## src/rtl/delta_div_issue.sv

```systemverilog
// delta_div_issue
// Takes {vid, FP16 delta, integer out-degree} events, converts the degree to
// FP16, presents delta/degree to an external combinational FP16 divider and
// queues {vid, quotient} in a small output buffer. Events with degree 0 are
// dropped and counted.
//
// Ports
//   clock, reset_n            : clock, async active-low reset
//   in_valid/in_ready         : event handshake (in_ready is combinational)
//   in_vid, in_delta, in_degree : event payload
//   div_opA, div_opB          : dividend/divisor to the divider (0 when idle)
//   div_quotient              : divider result, same cycle
//   out_valid/out_ready       : buffer head handshake
//   out_vid, out_value        : buffer head payload
//   drop_count                : saturating count of degree-0 drops
module delta_div_issue #(
  parameter int VID_W     = 16,
  parameter int OUT_DEPTH = 2
) (
  input  logic             clock,
  input  logic             reset_n,
  input  logic             in_valid,
  output logic             in_ready,
  input  logic [VID_W-1:0] in_vid,
  input  logic [15:0]      in_delta,
  input  logic [15:0]      in_degree,
  output logic [15:0]      div_opA,
  output logic [15:0]      div_opB,
  input  logic [15:0]      div_quotient,
  output logic             out_valid,
  input  logic             out_ready,
  output logic [VID_W-1:0] out_vid,
  output logic [15:0]      out_value,
  output logic [15:0]      drop_count
);

  localparam int PTR_W = (OUT_DEPTH > 1) ? $clog2(OUT_DEPTH) : 1;
  localparam int CNT_W = PTR_W + 1;
  localparam logic [CNT_W-1:0] FULL_CNT = CNT_W'(OUT_DEPTH);

  logic             r_s1_valid;
  logic [VID_W-1:0] r_s1_vid;
  logic [15:0]      r_s1_delta;
  logic [15:0]      r_s1_degree;

  logic             r_s2_valid;
  logic [VID_W-1:0] r_s2_vid;
  logic [15:0]      r_s2_opa;
  logic [15:0]      r_s2_opb;

  logic [VID_W-1:0] r_buf_vid [OUT_DEPTH];
  logic [15:0]      r_buf_val [OUT_DEPTH];
  logic [PTR_W-1:0] r_wr_ptr;
  logic [PTR_W-1:0] r_rd_ptr;
  logic [CNT_W-1:0] r_count;
  logic [15:0]      r_drop_count;

  logic w_full, w_pop, w_s2_adv, w_s1_adv, w_s2_zero, w_push, w_drop;

  // Unsigned 16-bit integer to FP16, round-to-nearest-even, overflow to +inf.
  logic [3:0]  w_msb;
  logic [3:0]  w_sh;
  logic [11:0] w_man;
  logic [15:0] w_rem;
  logic [15:0] w_half;
  logic [5:0]  w_exp;
  logic [15:0] w_deg_fp;

  always_comb begin
    w_msb = '0;
    for (int i = 0; i < 16; i++) begin
      if (r_s1_degree[i]) w_msb = 4'(i);
    end
    w_exp  = 6'd15 + {2'b00, w_msb};
    w_sh   = '0;
    w_rem  = '0;
    w_half = '0;
    if (w_msb <= 4'd10) begin
      w_man = 12'(r_s1_degree << (4'd10 - w_msb));
    end else begin
      w_sh   = w_msb - 4'd10;
      w_man  = 12'(r_s1_degree >> w_sh);
      w_rem  = r_s1_degree & ((16'd1 << w_sh) - 16'd1);
      w_half = 16'd1 << (w_sh - 4'd1);
      if ((w_rem > w_half) || ((w_rem == w_half) && w_man[0]))
        w_man = w_man + 12'd1;
    end
    // Rounding carried into bit 11: renormalise.
    if (w_man[11]) begin
      w_man = w_man >> 1;
      w_exp = w_exp + 6'd1;
    end
    if (r_s1_degree == 16'd0)  w_deg_fp = 16'h0000;
    else if (w_exp >= 6'd31)   w_deg_fp = 16'h7C00;
    else                       w_deg_fp = {1'b0, w_exp[4:0], w_man[9:0]};
  end

  // Only degree 0 converts to FP16 zero, so opB doubles as the drop flag.
  assign out_valid = (r_count != '0);
  assign w_full    = (r_count == FULL_CNT);
  assign w_pop     = out_valid && out_ready;
  assign w_s2_adv  = !w_full || w_pop;
  assign w_s1_adv  = !r_s2_valid || w_s2_adv;
  assign in_ready  = reset_n && (!r_s1_valid || w_s1_adv);
  assign w_s2_zero = (r_s2_opb == 16'h0000);
  assign w_push    = r_s2_valid && w_s2_adv && !w_s2_zero;
  assign w_drop    = r_s2_valid && w_s2_adv && w_s2_zero;

  always_ff @(posedge clock or negedge reset_n) begin
    if (!reset_n) begin
      r_s1_valid  <= 1'b0;
      r_s1_vid    <= '0;
      r_s1_delta  <= '0;
      r_s1_degree <= '0;
      r_s2_valid  <= 1'b0;
      r_s2_vid    <= '0;
      r_s2_opa    <= '0;
      r_s2_opb    <= '0;
    end else begin
      if (in_ready) begin
        r_s1_valid <= in_valid;
        if (in_valid) begin
          r_s1_vid    <= in_vid;
          r_s1_delta  <= in_delta;
          r_s1_degree <= in_degree;
        end
      end
      if (w_s1_adv) begin
        r_s2_valid <= r_s1_valid;
        if (r_s1_valid) begin
          r_s2_vid <= r_s1_vid;
          r_s2_opa <= r_s1_delta;
          r_s2_opb <= w_deg_fp;
        end
      end
    end
  end

  always_ff @(posedge clock or negedge reset_n) begin
    if (!reset_n) begin
      r_wr_ptr     <= '0;
      r_rd_ptr     <= '0;
      r_count      <= '0;
      r_drop_count <= '0;
    end else begin
      if (w_push) r_wr_ptr <= r_wr_ptr + 1'b1;
      if (w_pop)  r_rd_ptr <= r_rd_ptr + 1'b1;
      case ({w_push, w_pop})
        2'b10:   r_count <= r_count + 1'b1;
        2'b01:   r_count <= r_count - 1'b1;
        default: r_count <= r_count;
      endcase
      if (w_drop && (r_drop_count != 16'hFFFF))
        r_drop_count <= r_drop_count + 16'd1;
    end
  end

  // Storage needs no reset: nothing reads it until the count says it holds data.
  always_ff @(posedge clock) begin
    if (w_push) begin
      r_buf_vid[r_wr_ptr] <= r_s2_vid;
      r_buf_val[r_wr_ptr] <= div_quotient;
    end
  end

  assign out_vid    = out_valid ? r_buf_vid[r_rd_ptr] : '0;
  assign out_value  = out_valid ? r_buf_val[r_rd_ptr] : '0;
  assign div_opA    = r_s2_valid ? r_s2_opa : 16'h0000;
  assign div_opB    = r_s2_valid ? r_s2_opb : 16'h0000;
  assign drop_count = r_drop_count;

endmodule

```

## config.mk

```make
export PLATFORM = sky130hd
export DESIGN_NAME = delta_div_issue
export DESIGN_NICKNAME = d
export VERILOG_FILES = /design/src/rtl/delta_div_issue.sv
export SDC_FILE = /design/constraint.sdc
export NUM_CORES = 1
export LEC_CHECK = 0
export CORE_ASPECT_RATIO = 1.25
export CORE_UTILIZATION = 26
export CTS_CLUSTER_DIAMETER = 30
export DETAILED_ROUTE_END_ITERATION = 8
export GPL_ROUTABILITY_DRIVEN = 1
export PLACE_DENSITY_LB_ADDON = 0.3
export SETUP_SLACK_MARGIN = 0.3
export SYNTH_ARGS = -nofsm -noshare
export SYNTH_HDL_FRONTEND = slang
export SYNTH_SLANG_ARGS = --single-unit
export TNS_END_PERCENT = 30
```

## constraint.sdc

```tcl
create_clock -name clock -period 9.1 [get_ports clock]
set_input_delay 0.91 -clock clock [delete_from_list [all_inputs] [get_ports clock]]
set_output_delay 0.91 -clock clock [all_outputs]
set_load 0.01 [all_outputs]
```

==> metrics.md <==
| Metric | Value |
|---|---|
| Routed WL | 30200 um |
| Synthesis-stage register bit count | 181 |
| Post-CTS sizing | 0 |
| Synth area leader | dfrtp_1 |
| CTS tree | done |
| GRT Overall Usage | 0.145 |
| Placed instance area | 0.0126 mm2 |
| Synthesized area per cell | 10.7 um2 |
| Commonest register cell after synthesis | dfrtp_1 |
| Yosys cell types | 90 |
| Drt wl/cell | 18.2 um |
| Hold Violations, Final | 0 |
| CTS root buf | clkbuf_16 |
| Synthesized cell area | 0.0106 mm2 |
| Syn Inst Count | 989 |
| Number of buffers added on ports | 148 |
| Seq/Total Area, Yosys | 0.456 |
| Critical R2R Capture | r_s2_opb[7] |
| Initial antenna violation count | 1 |
| Synth top area share | 0.275 |
| R2R Path Start | r_s1_degree[9] |
| Top cells by count, synth | dfrtp_1, nor2_1, mux2_2 |
| Hold EP | r_buf_vid[0][11] |
| CTS Hold Buffers Added | 0 |
| Final Power | 3.69 mW |
| Vias in the first global route | 8192 |
| Synth warn | 0 |
| Hold Crit Class | reg -> reg |
| CTS buffer count | 17 |
| Design Area, Final | 0.0132 mm2 |
| Worst setup SP type | register |
| Worst VDD drop | 140 uV |
| Post-DP HPWL | 22200 um |
| Critical path fanouts, max | 22 |
| PD cells | 281 mW/mm2 |
| Ranking of synthesized cells by area | dfrtp_1, edfxtp_1, mux2_2 |
| Placed cell count | 1631 |
| GR peak layer | met2 |
| Critical Path AT | 7.69 ns |
| Initial Util | 0.264 |
| Cell with the most instances after synthesis | dfrtp_1 |
| Fin Clk Skew | 0.00694 ns |
| First-pass GRT wire length | 47300 um |
| FP Rows | 82 |
| Congestion Overflow GR | 0 |
| Setup TNS | 0 ns |
| FFs w/ async S/R, synth | 0.646 |
| Sink Count | 181 |
| Top Ports | 150 |
| Hold path cells | 0 |
| R2R Setup Slk | 1.77 ns |
| Antenna Nets Post-Route | 0 |
| Die H | 228 um |
| Final setup vio count | 0 |
| Post-CTS setup buffers | 0 |
| First-pass detailed-route iteration total | 5 |
| Met3 usage | 0.0238 |
| Placer congestion estimate | 0.903 |
| Vias per Instance | 4.93 |
| CP Capture Type | register |
| Fin nets | 1205 |
| Crit path kind | reg -> reg |
| P&R area growth vs syn | 23.7% |
| DIE WIDTH | 183 um |
| Max Cap Viol | 0 |
| Largest net degree at the start of global routing | 70 |
| Core Area | 0.0402 mm2 |
| Met1 Use GR | 0.176 |
| Non-filler cells, final | 1663 |
| Initial DRC count | 504 |
| WHS | 0.464 ns |
| Worst-margin pin slew | 1.06 ns |
| Clk_lat worst skew | 0.43 ns |
| Via Count | 8203 |
| Max H-tree Level | 4 |
| Leak Pwr | 5.04 nW |
| CTS Buffer Depth | 2 |
| Tmin final | 7.33 ns |
| Upper clock frequency limit | 136 MHz |
| GR Util met2 | 0.257 |
| Final Max Tran Viols | 0 |
| Die area | 0.0417 mm2 |
| Clock-pin slew on the worst setup and hold paths | 0.07 ns |
| Hold path start | r_s2_vid[11] |
| Depth of the most critical reg-to-reg path | 25 |
| Drc violations | 0 |
| Relative slew slack | 0.286 |
| Crit share post-route | 0.805 |
| CP startpoint | r_s1_degree[9] |
| Share of cells above drive strength 1 | 0.158 |
| Post-synth EDFFs | 64 |
| Data required, critical path | 9.46 ns |
| Post-synthesis net count | 1090 |
| Outcome | complete, no violations |
| Filler cells | 4143 |
| Unrepaired setup endpoints after global routing | no |
| Inserted Diodes | 0 |
==> stage by stage <==
step	setup slack (ns)	util
floorplan	2.60	-
global placement	2.02	0.313
detailed placement	1.89	0.313
CTS	1.84	0.327
global route	1.18	0.327
finish	1.77	0.327
==> where the power goes <==
part / switching (mW) / leakage, nW / internal (mW) / total, mW
Clock: 0.320 / 0.269 / 0.407 / 0.727
Combinational: 0.920 / 2.77 / 0.783 / 1.70
Sequential: 0.182 / 2.01 / 1.08 / 1.26
==> layout make-up <==
class                      instances  area, um2  area share
multi-input combinational        728       5410       0.412
sequential                       181       4850       0.369
timing repair buffer             158       1550       0.118
tap                              546        683      0.0519
clock buffer                      18        429      0.0326
clock inverter                    14        151      0.0115
inverter                          18       70.1     0.00533
==> worst max path at each step <==
stage                  endpoint  slack (ns)
floorplan           r_s2_opb[7]        2.60
global placement    r_s2_opb[1]        2.02
CTS                 r_s2_opb[7]        1.84
global route        r_s2_opb[2]        1.18
detailed placement  r_s2_opb[7]        1.89
finish              r_s2_opb[7]        1.77
==> layer usage <==
metal | part of all wire | vias to the layer above
li1 | - | 3845
met5 | 0.00043 | -
met1 | 0.43 | 4091
met3 | 0.042 | 40
met2 | 0.51 | 225
met4 | 0.024 | 2
==> critical path: stages, from the launching register on <==
cell and delay [ns]:
dfrtp_1 0.58, or4_1 0.59, o21ai_1 0.16, buf_4 0.16, inv_2 0.10, ha_1 0.76, nor2_1 0.25, nand2_1 0.15
ha_1 0.30, o31ai_1 0.18, a21o_1 0.22, o211ai_1 0.15, o21ai_0 0.10, and2_1 0.16, ha_1 0.30, nand4_1 0.17
nor4_1 0.61, nor2_1 0.10, nand3_1 0.15, o2111ai_1 0.16, a211oi_2 0.45, a21oi_1 0.17, nor2_2 0.53, nor2_1 0.18
o221ai_4 0.34, a32o_1 0.23
==> placed cells by master (no fill, tap or decap), types with 18 or more instances in the layout <==
master and count:
nand3_1 28, dfrtp_1 116, o211ai_1 18, clkdlybuf4s50_1 147, edfxtp_1 64, mux2i_1 43, mux2_2 86, ha_1 33
and2_1 40, a21oi_1 31, xnor2_1 27, nor2_1 90, o21ai_0 27, nand2_1 78
==> sequential cells by signal, summed over array words and instances (netlist names), 2 cells and up <==
name / cells
drop_count: 16
r_buf_val: 32
r_buf_vid: 32
r_count: 2
r_s1_degree: 16
r_s1_delta: 16
r_s1_vid: 16
r_s2_opa: 16
r_s2_opb: 15
r_s2_vid: 16
==> kinds of logic (layout without fill, tap and decap cells) <==
family | after synthesis | in the layout | share of synthesized area
other cells | 1 | 1 | 0.000353
fa+ha+maj | 33 | 33 | 0.0388
simple gates | 332 | 332 | 0.158
flops | 181 | 181 | 0.456
mux | 136 | 136 | 0.145
xor+xnor | 36 | 36 | 0.0304
compound gates | 190 | 190 | 0.135
buf+inv | 80 | 208 | 0.0365
(Power assumes the default switching activity.)
